## src/rtl/vec_cfg_pkg.sv

```systemverilog
// Shared vector-config definitions: sequencer state encoding, SEW codes and the
// vset* flavours understood by the config unit.
package vec_cfg_pkg;

  typedef enum logic [1:0] {
    ST_IDLE     = 2'd0,
    ST_CFG_WAIT = 2'd1,
    ST_RUN      = 2'd2
  } seq_state_t;

  localparam logic [1:0] SEW_8  = 2'd0;
  localparam logic [1:0] SEW_16 = 2'd1;
  localparam logic [1:0] SEW_32 = 2'd2;
  localparam logic [1:0] SEW_64 = 2'd3;

  typedef enum logic [1:0] {
    CFG_VSETVLI  = 2'd0,
    CFG_VSETIVLI = 2'd1,
    CFG_VSETVL   = 2'd2
  } cfg_type_t;

endpackage

```

## src/rtl/vl_seq_ctrl_if.sv

```systemverilog
// Sequencer bus: vset* request, instruction request and the datapath beat stream.
// Handshake: a transfer happens in any cycle where valid and ready are both high.
interface vl_seq_ctrl_if #(
    parameter int VLEN_B_BITS = 12,
    parameter int ADDR_BITS   = 12,
    parameter int DW_B        = 8
);
    logic                   cfg_valid;
    logic                   cfg_ready;
    logic                   cfg_en;
    logic [VLEN_B_BITS-1:0] avl;
    logic [1:0]             sew;
    logic                   vill;
    logic                   instr_valid;
    logic                   instr_ready;
    logic [ADDR_BITS-1:0]   instr_base;
    logic                   flush;
    logic                   beat_valid;
    logic                   beat_ready;
    logic [ADDR_BITS-1:0]   beat_addr;
    logic [DW_B-1:0]        beat_be;
    logic                   beat_first;
    logic                   beat_last;
    logic                   instr_done;
    logic                   instr_err;
    logic                   busy;

    modport slave (
        input  cfg_valid, avl, sew, vill, instr_valid, instr_base, flush, beat_ready,
        output cfg_ready, cfg_en, instr_ready, beat_valid, beat_addr, beat_be,
               beat_first, beat_last, instr_done, instr_err, busy
    );

    modport master (
        output cfg_valid, avl, sew, vill, instr_valid, instr_base, flush, beat_ready,
        input  cfg_ready, cfg_en, instr_ready, beat_valid, beat_addr, beat_be,
               beat_first, beat_last, instr_done, instr_err, busy
    );
endinterface

```

## src/rtl/vl_beat_calc.sv

```systemverilog
// Combinational vl/sew to beat geometry: total bytes, beat count and the byte
// mask of the final (possibly partial) beat.
module vl_beat_calc #(
    parameter int VLEN_B_BITS = 12,
    parameter int DATA_WIDTH  = 64
) (
    input  logic [VLEN_B_BITS-1:0]                       i_avl,
    input  logic [1:0]                                   i_sew,
    output logic [VLEN_B_BITS+2:0]                       o_tot_bytes,
    output logic [VLEN_B_BITS+2-$clog2(DATA_WIDTH/8):0] o_nbeats,
    output logic [DATA_WIDTH/8-1:0]                      o_tail_be
);
    localparam int DW_B      = DATA_WIDTH / 8;
    localparam int LOG_DWB   = $clog2(DW_B);
    localparam int TOT_BITS  = VLEN_B_BITS + 3;
    localparam int BEAT_BITS = TOT_BITS - LOG_DWB;

    logic [TOT_BITS:0]   w_round;
    logic [TOT_BITS-1:0] w_rem;

    // Three spare bits absorb the largest sew shift, so the product never overflows.
    assign o_tot_bytes = TOT_BITS'(i_avl) << i_sew;
    assign w_round     = {1'b0, o_tot_bytes} + (TOT_BITS+1)'(DW_B - 1);
    assign o_nbeats    = BEAT_BITS'(w_round >> LOG_DWB);
    assign w_rem       = o_tot_bytes & TOT_BITS'(DW_B - 1);
    assign o_tail_be   = (w_rem == '0) ? '1 : DW_B'((DW_B'(1) << w_rem) - DW_B'(1));
endmodule

```

## src/rtl/vl_seq_ctrl.sv

```systemverilog
// Per-instruction element sequencer: arbitrates vset* requests against vector
// instructions and walks each accepted instruction out as datapath beats.
module vl_seq_ctrl
  import vec_cfg_pkg::*;
#(
    parameter int VLEN        = 16384,
    parameter int DATA_WIDTH  = 64,
    parameter int VLEN_B_BITS = 12,
    parameter int ADDR_BITS   = 12
) (
    input  logic          clk,
    input  logic          rst,
    vl_seq_ctrl_if.slave  bus,
    output seq_state_t    o_dbg_state
);
    localparam int DW_B      = DATA_WIDTH / 8;
    localparam int TOT_BITS  = VLEN_B_BITS + 3;
    localparam int BEAT_BITS = TOT_BITS - $clog2(DW_B);

    if (VLEN < DATA_WIDTH) begin : g_bad_cfg
        $error("vl_seq_ctrl: VLEN must be at least DATA_WIDTH");
    end

    seq_state_t           r_state, w_next;
    logic                 r_armed, r_done, r_err;
    logic [BEAT_BITS-1:0] r_cnt, r_last_idx;
    logic [ADDR_BITS-1:0] r_base;
    logic [DW_B-1:0]      r_tail_be;

    logic [TOT_BITS-1:0]  w_tot_bytes;
    logic [BEAT_BITS-1:0] w_nbeats;
    logic [DW_B-1:0]      w_tail_be;
    logic                 w_run, w_last, w_hs;
    logic                 w_cfg_acc, w_instr_acc, w_load, w_inc, w_done_n, w_err_n;

    vl_beat_calc #(.VLEN_B_BITS(VLEN_B_BITS), .DATA_WIDTH(DATA_WIDTH)) u_calc (
        .i_avl       (bus.avl),
        .i_sew       (bus.sew),
        .o_tot_bytes (w_tot_bytes),
        .o_nbeats    (w_nbeats),
        .o_tail_be   (w_tail_be)
    );

    assign w_run  = (r_state == ST_RUN);
    assign w_last = w_run && (r_cnt == r_last_idx);
    assign w_hs   = w_run && bus.beat_ready;

    // r_armed keeps every request ungranted during the first cycle after reset.
    always_comb begin
        w_next      = r_state;
        w_cfg_acc   = 1'b0;
        w_instr_acc = 1'b0;
        w_load      = 1'b0;
        w_inc       = 1'b0;
        w_done_n    = 1'b0;
        w_err_n     = 1'b0;
        case (r_state)
            ST_IDLE: begin
                if (r_armed && !bus.flush) begin
                    if (bus.cfg_valid) begin
                        w_cfg_acc = 1'b1;
                        w_next    = ST_CFG_WAIT;
                    end else if (bus.instr_valid) begin
                        w_instr_acc = 1'b1;
                        if (bus.vill)                w_err_n  = 1'b1;
                        else if (w_tot_bytes == '0)  w_done_n = 1'b1;
                        else begin
                            w_load = 1'b1;
                            w_next = ST_RUN;
                        end
                    end
                end
            end
            ST_CFG_WAIT: w_next = ST_IDLE;
            ST_RUN: begin
                if (w_hs && !bus.flush) begin
                    if (w_last) begin
                        w_done_n = 1'b1;
                        w_next   = ST_IDLE;
                    end else begin
                        w_inc = 1'b1;
                    end
                end
            end
            default: w_next = ST_IDLE;
        endcase
        if (bus.flush) w_next = ST_IDLE;
    end

    always_ff @(posedge clk or posedge rst) begin
        if (rst) begin
            r_state    <= ST_IDLE;
            r_armed    <= 1'b0;
            r_done     <= 1'b0;
            r_err      <= 1'b0;
            r_cnt      <= '0;
            r_last_idx <= '0;
            r_base     <= '0;
            r_tail_be  <= '0;
        end else begin
            r_state <= w_next;
            r_armed <= 1'b1;
            r_done  <= w_done_n;
            r_err   <= w_err_n;
            if (w_load) begin
                r_cnt      <= '0;
                r_last_idx <= w_nbeats - BEAT_BITS'(1);
                r_base     <= bus.instr_base;
                r_tail_be  <= w_tail_be;
            end else if (w_inc) begin
                r_cnt <= r_cnt + BEAT_BITS'(1);
            end
        end
    end

    assign bus.cfg_ready   = w_cfg_acc;
    assign bus.cfg_en      = w_cfg_acc;
    assign bus.instr_ready = w_instr_acc;
    assign bus.beat_valid  = w_run;
    assign bus.beat_addr   = w_run ? (r_base + ADDR_BITS'(r_cnt)) : '0;
    assign bus.beat_be     = w_run ? (w_last ? r_tail_be : '1) : '0;
    assign bus.beat_first  = w_run && (r_cnt == '0);
    assign bus.beat_last   = w_last;
    assign bus.instr_done  = r_done;
    assign bus.instr_err   = r_err;
    assign bus.busy        = (r_state != ST_IDLE);
    assign o_dbg_state     = r_state;
endmodule

```

## src/flat_wrapper.sv

```systemverilog
// flat-port wrapper written by rule: the top's interface ports become plain ports
module vl_seq_ctrl_flat import vec_cfg_pkg::*;
#(
    parameter int VLEN        = 16384,
    parameter int DATA_WIDTH  = 64,
    parameter int VLEN_B_BITS = 12,
    parameter int ADDR_BITS   = 12
)
  (clk, rst, o_dbg_state, bus_cfg_valid, bus_avl, bus_sew, bus_vill, bus_instr_valid, bus_instr_base, bus_flush, bus_beat_ready, bus_cfg_ready, bus_cfg_en, bus_instr_ready, bus_beat_valid, bus_beat_addr, bus_beat_be, bus_beat_first, bus_beat_last, bus_instr_done, bus_instr_err, bus_busy);
  vl_seq_ctrl_if #(.VLEN_B_BITS(VLEN_B_BITS), .ADDR_BITS(ADDR_BITS), .DW_B(8)) bus_i ();
  input  logic clk;
  input  logic rst;
  output seq_state_t o_dbg_state;
  input wire logic [$bits(bus_i.cfg_valid)-1:0] bus_cfg_valid;
  input wire logic [$bits(bus_i.avl)-1:0] bus_avl;
  input wire logic [$bits(bus_i.sew)-1:0] bus_sew;
  input wire logic [$bits(bus_i.vill)-1:0] bus_vill;
  input wire logic [$bits(bus_i.instr_valid)-1:0] bus_instr_valid;
  input wire logic [$bits(bus_i.instr_base)-1:0] bus_instr_base;
  input wire logic [$bits(bus_i.flush)-1:0] bus_flush;
  input wire logic [$bits(bus_i.beat_ready)-1:0] bus_beat_ready;
  output wire logic [$bits(bus_i.cfg_ready)-1:0] bus_cfg_ready;
  output wire logic [$bits(bus_i.cfg_en)-1:0] bus_cfg_en;
  output wire logic [$bits(bus_i.instr_ready)-1:0] bus_instr_ready;
  output wire logic [$bits(bus_i.beat_valid)-1:0] bus_beat_valid;
  output wire logic [$bits(bus_i.beat_addr)-1:0] bus_beat_addr;
  output wire logic [$bits(bus_i.beat_be)-1:0] bus_beat_be;
  output wire logic [$bits(bus_i.beat_first)-1:0] bus_beat_first;
  output wire logic [$bits(bus_i.beat_last)-1:0] bus_beat_last;
  output wire logic [$bits(bus_i.instr_done)-1:0] bus_instr_done;
  output wire logic [$bits(bus_i.instr_err)-1:0] bus_instr_err;
  output wire logic [$bits(bus_i.busy)-1:0] bus_busy;
  assign bus_i.cfg_valid = bus_cfg_valid;
  assign bus_i.avl = bus_avl;
  assign bus_i.sew = bus_sew;
  assign bus_i.vill = bus_vill;
  assign bus_i.instr_valid = bus_instr_valid;
  assign bus_i.instr_base = bus_instr_base;
  assign bus_i.flush = bus_flush;
  assign bus_i.beat_ready = bus_beat_ready;
  assign bus_cfg_ready = bus_i.cfg_ready;
  assign bus_cfg_en = bus_i.cfg_en;
  assign bus_instr_ready = bus_i.instr_ready;
  assign bus_beat_valid = bus_i.beat_valid;
  assign bus_beat_addr = bus_i.beat_addr;
  assign bus_beat_be = bus_i.beat_be;
  assign bus_beat_first = bus_i.beat_first;
  assign bus_beat_last = bus_i.beat_last;
  assign bus_instr_done = bus_i.instr_done;
  assign bus_instr_err = bus_i.instr_err;
  assign bus_busy = bus_i.busy;
  vl_seq_ctrl #(.VLEN(VLEN), .DATA_WIDTH(DATA_WIDTH), .VLEN_B_BITS(VLEN_B_BITS), .ADDR_BITS(ADDR_BITS)) u_core (.clk(clk), .rst(rst), .bus(bus_i), .o_dbg_state(o_dbg_state));
endmodule
```

## config.mk

```make
export PLATFORM = sky130hd
export DESIGN_NAME = vl_seq_ctrl_flat
export DESIGN_NICKNAME = d
export VERILOG_FILES = /design/src/rtl/vec_cfg_pkg.sv /design/src/rtl/vl_seq_ctrl_if.sv /design/src/rtl/vl_beat_calc.sv /design/src/rtl/vl_seq_ctrl.sv /design/src/flat_wrapper.sv
export SDC_FILE = /design/constraint.sdc
export NUM_CORES = 1
export LEC_CHECK = 0
export CELL_PAD_IN_SITES_DETAIL_PLACEMENT = 1
export CELL_PAD_IN_SITES_GLOBAL_PLACEMENT = 1
export CORE_ASPECT_RATIO = 1.25
export CORE_MARGIN = 10
export CORE_UTILIZATION = 30
export DETAILED_ROUTE_END_ITERATION = 8
export PLACE_DENSITY_LB_ADDON = 0.1
export SLEW_MARGIN = 20
export SYNTH_ARGS = -nofsm -noshare
export SYNTH_HDL_FRONTEND = slang
export SYNTH_SLANG_ARGS = --single-unit
```

## constraint.sdc

```tcl
create_clock -name clk -period 2.71 [get_ports clk]
set_clock_uncertainty 0.05 [all_clocks]
set_input_delay 0.542 -clock clk [delete_from_list [all_inputs] [get_ports clk]]
set_output_delay 0.542 -clock clk [all_outputs]
set_load 0.02 [all_outputs]
```

==> results.sh, run 1 <==
export IMPL_hold_ws_ps=424
export IMPL_drive_above_1_share_pct=36.7
export IMPL_cts_num_sinks=49
export IMPL_max_cap_violations=0
export IMPL_fmax_mhz=301
export IMPL_postSynthAreaPerCell_um2=9.40
export IMPL_dpl_cell_count=707
export IMPL_syn_num_nets=454
export IMPL_coreArea_um2=12300
export IMPL_nNetsFinal=612
export IMPL_yosys_area_share_adder_pct=6.14
export IMPL_synth_top_family_by_area="simple AND/OR/NAND/NOR gates"
export IMPL_grt_use_total_pct=13.3
export IMPL_crit_type="flop to output port"
export IMPL_synthArstFlopShare_pct=100
export IMPL_fin_ws_ps=-612
export IMPL_cts_tree="built"
export IMPL_crit_arrival_ps=2730
export IMPL_p_seq_share_pct=36.5
export IMPL_hold_viol=0
export IMPL_vdd_drop_max_uv=262
export IMPL_power_share_switching_pct=30.1
export IMPL_post_route_min_period_ps=3320
export IMPL_violations="setup timing"
export IMPL_antenna_found_initial=0
export IMPL_clk_latency_ps=290
export IMPL_htree_levels=2
export IMPL_grt_setup_unrepaired="true"
export IMPL_fill_cells=1461
export IMPL_vias=3509
export IMPL_fp_dieH_um=146
export IMPL_p_int_mw=1.81
export IMPL_p_sw_uw=780
export IMPL_cts_reportedPaths_clkPinSlew_ps=70
export IMPL_ant_nets=0
export IMPL_leakage_nw=2.73
export IMPL_end_kind="output port"
export IMPL_die_area_um2=17500
export IMPL_hpwl_um=9250
export IMPL_synth_edf_count=0
export IMPL_status="finished, violations left"
export IMPL_grt_pass1_wl_um=19400
export IMPL_crit_fanout=2
export IMPL_layout_commonest_cell="buf_4"
export IMPL_min_period_over_period_pct=123
export IMPL_tightest_slew_ps=497
export IMPL_yosys_warnings=0
export IMPL_yosysSeqAreaShare_pct=32.4
export IMPL_slew_headroom_pct=66.5
export IMPL_grt_pass1_vias=3956
export IMPL_power_density_nw_per_um2=457
export IMPL_cts_buffers=5
export IMPL_yosys_area_share_xor_xnor_pct=10.4
export IMPL_die_x_um=120
export IMPL_fin_cells=726
export IMPL_p_total_mw=2.59
export IMPL_routed_wl_um=11600
export IMPL_ys_ff_latch=49
export IMPL_rows=45
export IMPL_hold_path_class="flop to flop"
export IMPL_final_cell_mix="98 x buf_4, 53 x nor2_1, 49 x dfrtp_1"
export IMPL_wl_per_cell_um=16.0
export IMPL_drt_iter0_markers=72
export IMPL_synth_simple_gate_area_share_pct=22.9
export IMPL_route_detailed_drc=0
export IMPL_slew_viol_final=0
export IMPL_io_pins=64
export IMPL_synth_mux_area_share_pct=11.6
export IMPL_crit_required_ps=2120
export IMPL_io_buffers=63
export IMPL_synth_area_um2=3790
export IMPL_synthCells=403
export IMPL_synth_compound_area_share_pct=12.0
export IMPL_p_clk_share_pct=28.3
export IMPL_initial_core_util_pct=30.9
export IMPL_avgViaCountPerCell=4.83
export IMPL_grt_start_max_net_pins=36
export IMPL_ys_types=69
export IMPL_setup_viol=7
export IMPL_gp_congestion=0.831
export IMPL_power_frac_comb_pct=35.1
export IMPL_pre_cts_ws_ps=-832
export IMPL_synth_ff_type="dfrtp_1"
export IMPL_cts_root_buf="clkbuf_16"
export IMPL_area_growth_pct=49.8
export IMPL_drt_first_pass_iters=4
export IMPL_cts_buffer_depth=2
export IMPL_num_antenna_cells=0
export IMPL_grt_overflow=0
export IMPL_worstSetupStartpointType="flop"
power groups by stage:
stage,logic (mW),clock network (mW),registers [mW]
floorplan,0.500,0,0.939
finish,0.912,0.735,0.947
CTS,0.908,0.757,0.949
global placement,0.827,0,0.956
global route,1.02,0.786,0.963
detailed placement,0.853,0,0.961
repair_timing:
item,CTS,global route
pin swaps,26,17
hold buffers,0,0
buffers inserted,10,3
resized for setup,103,31
endpoints found under the setup margin,65,22
gates cloned,0,0
synthesized netlist by cell type, types with 4 or more instances:
| master | number | area (um^2) |
|---|---|---|
| a21o_1 | 7 | 52.6 |
| a21oi_1 | 12 | 60.1 |
| and2_1 | 5 | 31.3 |
| and3_1 | 11 | 68.8 |
| buf_2 | 4 | 20.0 |
| buf_6 | 5 | 56.3 |
| clkbuf_1 | 7 | 26.3 |
| dfrtp_1 | 49 | 1230 |
| ha_1 | 17 | 213 |
| inv_1 | 13 | 48.8 |
| mux2_2 | 15 | 169 |
| mux2_4 | 5 | 75.1 |
| mux2i_1 | 5 | 50.1 |
| mux4_2 | 6 | 135 |
| nand2_1 | 28 | 105 |
| nand2b_1 | 8 | 50.1 |
| nand3_1 | 7 | 35.0 |
| nor2_1 | 56 | 210 |
| nor2b_1 | 4 | 25.0 |
| nor3_1 | 10 | 50.1 |
| nor4_1 | 6 | 37.5 |
| o21ai_0 | 20 | 100 |
| xnor2_1 | 22 | 193 |
| xor2_1 | 23 | 201 |
metrics by stage:
stage	util, %	cell area (um^2)	TNS [ps]
after global placement	43.3	5320	-26420
after global routing	46.2	5670	-3570
after floorplan	-	3850	-670
final	46.2	5670	-2610
after detailed placement	43.3	5320	-28790
after CTS	46.2	5670	-2580
final timing paths:
check | start | end | slack [ps] | cells past startpoint
min in group asynchronous | rst | u_core.bus.instr_err | 510 | 2
max in group asynchronous | rst | u_core.r_base[4] | 1570 | 3
min reg2reg | u_core.r_tail_be[0] | u_core.r_tail_be[0] | 420 | 1
max | u_core.r_cnt[0] | bus_beat_addr[10] | -610 | 10
max reg2reg | u_core.r_cnt[5] | u_core.r_cnt[5] | 510 | 9
min | u_core.r_tail_be[0] | u_core.r_tail_be[0] | 420 | 1
logic make-up after synthesis:
| group | count (synthesis) |
|---|---|
| other | 1 |
| buffers and inverters | 31 |
| adder cells (fa/ha/maj) | 18 |
| AND/OR/NAND/NOR | 163 |
| XOR/XNOR | 45 |
| multiplexers | 32 |
| AO/OA/AOI/OAI | 64 |
| flip-flops | 49 |
area by class of cell:
type	instances	area [um^2]	area share (%)
Timing Repair Buffer	169	1430	25.2
Multi-Input combinational cell	323	2590	45.7
Clock inverter	1	30.0	0.529
Inverter	13	48.8	0.860
Sequential cell	49	1230	21.6
Tap cell	164	205	3.62
Clock buffer	7	143	2.51
sequential cells by signal, summed over array words and instances, names as in the netlist:
| name | flops |
|---|---|
| u_core.r_base | 12 |
| u_core.o_dbg_state | 2 |
| u_core.bus.instr_done | 1 |
| u_core.r_cnt | 12 |
| u_core.r_last_idx | 12 |
| u_core.bus.instr_err | 1 |
| u_core.r_armed | 1 |
| u_core.r_tail_be | 8 |
worst max-delay path, cell delays in order (launching register included):
cell and delay, ps:
dfrtp_1 390, ha_2 200, fa_2 350, a21o_1 170, a21oi_2 140, nor2b_1 70
o21a_1 180, o41a_1 360, a31oi_2 190, mux2i_2 220, buf_4 160
metal layers:
metal  GRT usage [%]  share of wire, %  vias to the layer above
li1                -                 -                     1741
met1            12.7                38                     1705
met2            26.9                57                       49
met3            2.02               2.6                       14
met4            5.20               2.3                        0
met5               0                 0                        -
(Power assumes the default switching activity.)
==> inputs of run 2 (changes only) <==
--- a/config.mk
+++ b/config.mk
@@ -10,6 +10,7 @@
 export CORE_ASPECT_RATIO = 1.25
 export CORE_MARGIN = 10
 export CORE_UTILIZATION = 30
+export CTS_CLUSTER_SIZE = 14
 export DETAILED_ROUTE_END_ITERATION = 8
 export PLACE_DENSITY_LB_ADDON = 0.1
 export SLEW_MARGIN = 20
==> results of run 2 <==
Final layout, timing and power as in run 1 (identical DEF).
==> inputs of run 3 (changes only) <==
--- a/config.mk
+++ b/config.mk
@@ -13,6 +13,7 @@
 export CTS_CLUSTER_SIZE = 14
 export DETAILED_ROUTE_END_ITERATION = 8
 export PLACE_DENSITY_LB_ADDON = 0.1
+export SETUP_SLACK_MARGIN = 0.02
 export SLEW_MARGIN = 20
 export SYNTH_ARGS = -nofsm -noshare
 export SYNTH_HDL_FRONTEND = slang
==> results.sh, run 3 (synthesis results as in run 1) <==
export IMPL_status="finished, violations left"
export IMPL_area_growth_pct=52.6
export IMPL_layout_commonest_cell="buf_4"
export IMPL_ant_nets=0
export IMPL_clk_latency_ps=290
export IMPL_crit_type="flop to output port"
export IMPL_violations="setup timing"
export IMPL_rows=45
export IMPL_cts_tree="built"
export IMPL_end_kind="output port"
export IMPL_grt_pass1_wl_um=19600
export IMPL_die_x_um=120
export IMPL_drt_iter0_markers=72
export IMPL_grt_setup_unrepaired="true"
export IMPL_hold_path_end="u_core.r_tail_be[0]"
export IMPL_slew_headroom_pct=53.7
export IMPL_leakage_nw=2.77
export IMPL_grt_pass1_vias=3834
export IMPL_fp_dieH_um=146
export IMPL_vdd_drop_max_uv=231
export IMPL_dpl_cell_area_um2=5290
export IMPL_hold_viol=0
export IMPL_routed_wl_um=12200
export IMPL_r2r_worst_path_cells=10
export IMPL_fmax_mhz=299
export IMPL_nNetsFinal=619
export IMPL_io_pins=64
export IMPL_num_antenna_cells=0
export IMPL_cts_buffers=5
export IMPL_cts_reportedPaths_clkPinSlew_ps=70
export IMPL_r2r_slack_ps=280
export IMPL_hold_path_class="flop to flop"
export IMPL_slew_viol_final=0
export IMPL_final_area_um2=5780
export IMPL_power_density_nw_per_um2=456
export IMPL_tightest_slew_ps=689
export IMPL_setup_viol=7
export IMPL_htree_levels=2
export IMPL_crit_arrival_ps=2750
export IMPL_pre_cts_ws_ps=-794
export IMPL_post_route_min_period_ps=3340
export IMPL_initial_core_util_pct=30.9
export IMPL_crit_fanout=2
export IMPL_route_detailed_drc=0
export IMPL_drt_first_pass_iters=4
export IMPL_grt_use_total_pct=13.5
export IMPL_grt_start_max_net_pins=36
export IMPL_crit_required_ps=2120
export IMPL_coreArea_um2=12300
export IMPL_final_cell_mix="104 x buf_4, 51 x nor2_1, 49 x dfrtp_1"
export IMPL_grt_overflow=0
export IMPL_max_cap_violations=0
export IMPL_top_regs="u_core.r_base (12), u_core.r_cnt (12), u_core.r_last_idx (12)"
export IMPL_fin_util_pct=47.1
export IMPL_vias=3519
export IMPL_gp_congestion=0.823
export IMPL_min_delay_start="u_core.r_tail_be[0]"
export IMPL_cts_buffer_depth=2
export IMPL_min_period_over_period_pct=123
export IMPL_ctsHoldBuffers=0
export IMPL_worstHoldPathCells=1
export IMPL_cts_num_sinks=49
export IMPL_r2r_start="u_core.r_cnt[4]"
export IMPL_regToRegEndpoint="u_core.r_cnt[5]"
export IMPL_cts_root_buf="clkbuf_16"
export IMPL_avgViaCountPerCell=4.80
export IMPL_worstSetupStartpointType="flop"
export IMPL_wl_per_cell_um=16.7
export IMPL_hpwl_um=9140
export IMPL_fin_ws_ps=-632
export IMPL_io_buffers=63
export IMPL_fill_cells=1441
export IMPL_die_area_um2=17500
export IMPL_antenna_found_initial=0
export IMPL_drive_above_1_share_pct=38.8
run 3: per-stage QoR:
step | hold slack (ps) | TNS (ps) | total power [mW] | instances
final | 418 | -2920 | 2.64 | 733
after global routing | 448 | -4090 | 2.80 | 733
after CTS | 427 | -2730 | 2.61 | 728
after detailed placement | 407 | -27290 | 1.82 | 704
after global placement | 404 | -25000 | 1.78 | 704
after floorplan | 385 | -670 | 1.44 | 403
run 3: routing by layer:
metal  GRT usage [%]  share of wire (%)  wire length, um  up-vias
met5               0                  0                0        -
met4            3.26               0.88              108        0
met2            26.9                 59             7180       49
li1                -                  -                -     1755
met1            13.9                 38             4620     1706
met3            1.94                2.5              301        9
run 3: worst max-delay path: stages, from the launching register on:
cell     delay, ps
dfrtp_1        380
ha_2           200
fa_2           350
a21o_1         170
a21oi_2        160
nor2b_1         70
o21a_1         190
o41a_1         370
a31oi_2        190
mux2i_2        220
buf_4          160
run 3: area by class of cell:
cell class	count	area [um^2]	share of cell area, %
Sequential cell	49	1230	21.2
Tap cell	164	205	3.55
Clock buffer	7	143	2.47
Inverter	13	48.8	0.844
Clock inverter	1	30.0	0.519
Timing Repair Buffer	174	1480	25.5
Multi-Input combinational cell	325	2650	45.9
run 3: worst max path at each step:
| stage | startpoint | to |
|---|---|---|
| after floorplan | u_core.r_cnt[0] | bus_beat_addr[10] |
| after global placement | u_core.r_cnt[0] | bus_beat_addr[10] |
| after detailed placement | u_core.r_cnt[0] | bus_beat_addr[10] |
| after CTS | u_core.r_cnt[0] | bus_beat_addr[10] |
| after global routing | u_core.r_cnt[0] | bus_beat_addr[10] |
| final | u_core.r_cnt[0] | bus_beat_addr[10] |
run 3: timing repair:
action / in CTS / in global routing
resized for setup: 124 / 34
buffers inserted: 14 / 7
pin swaps: 34 / 26
endpoints found under the setup margin: 65 / 35
gates cloned: 3 / 1
run 3: power breakdown:
part	switching [mW]	internal, mW
combinational	0.442	0.518
sequential	0.0897	0.858
clock	0.268	0.462
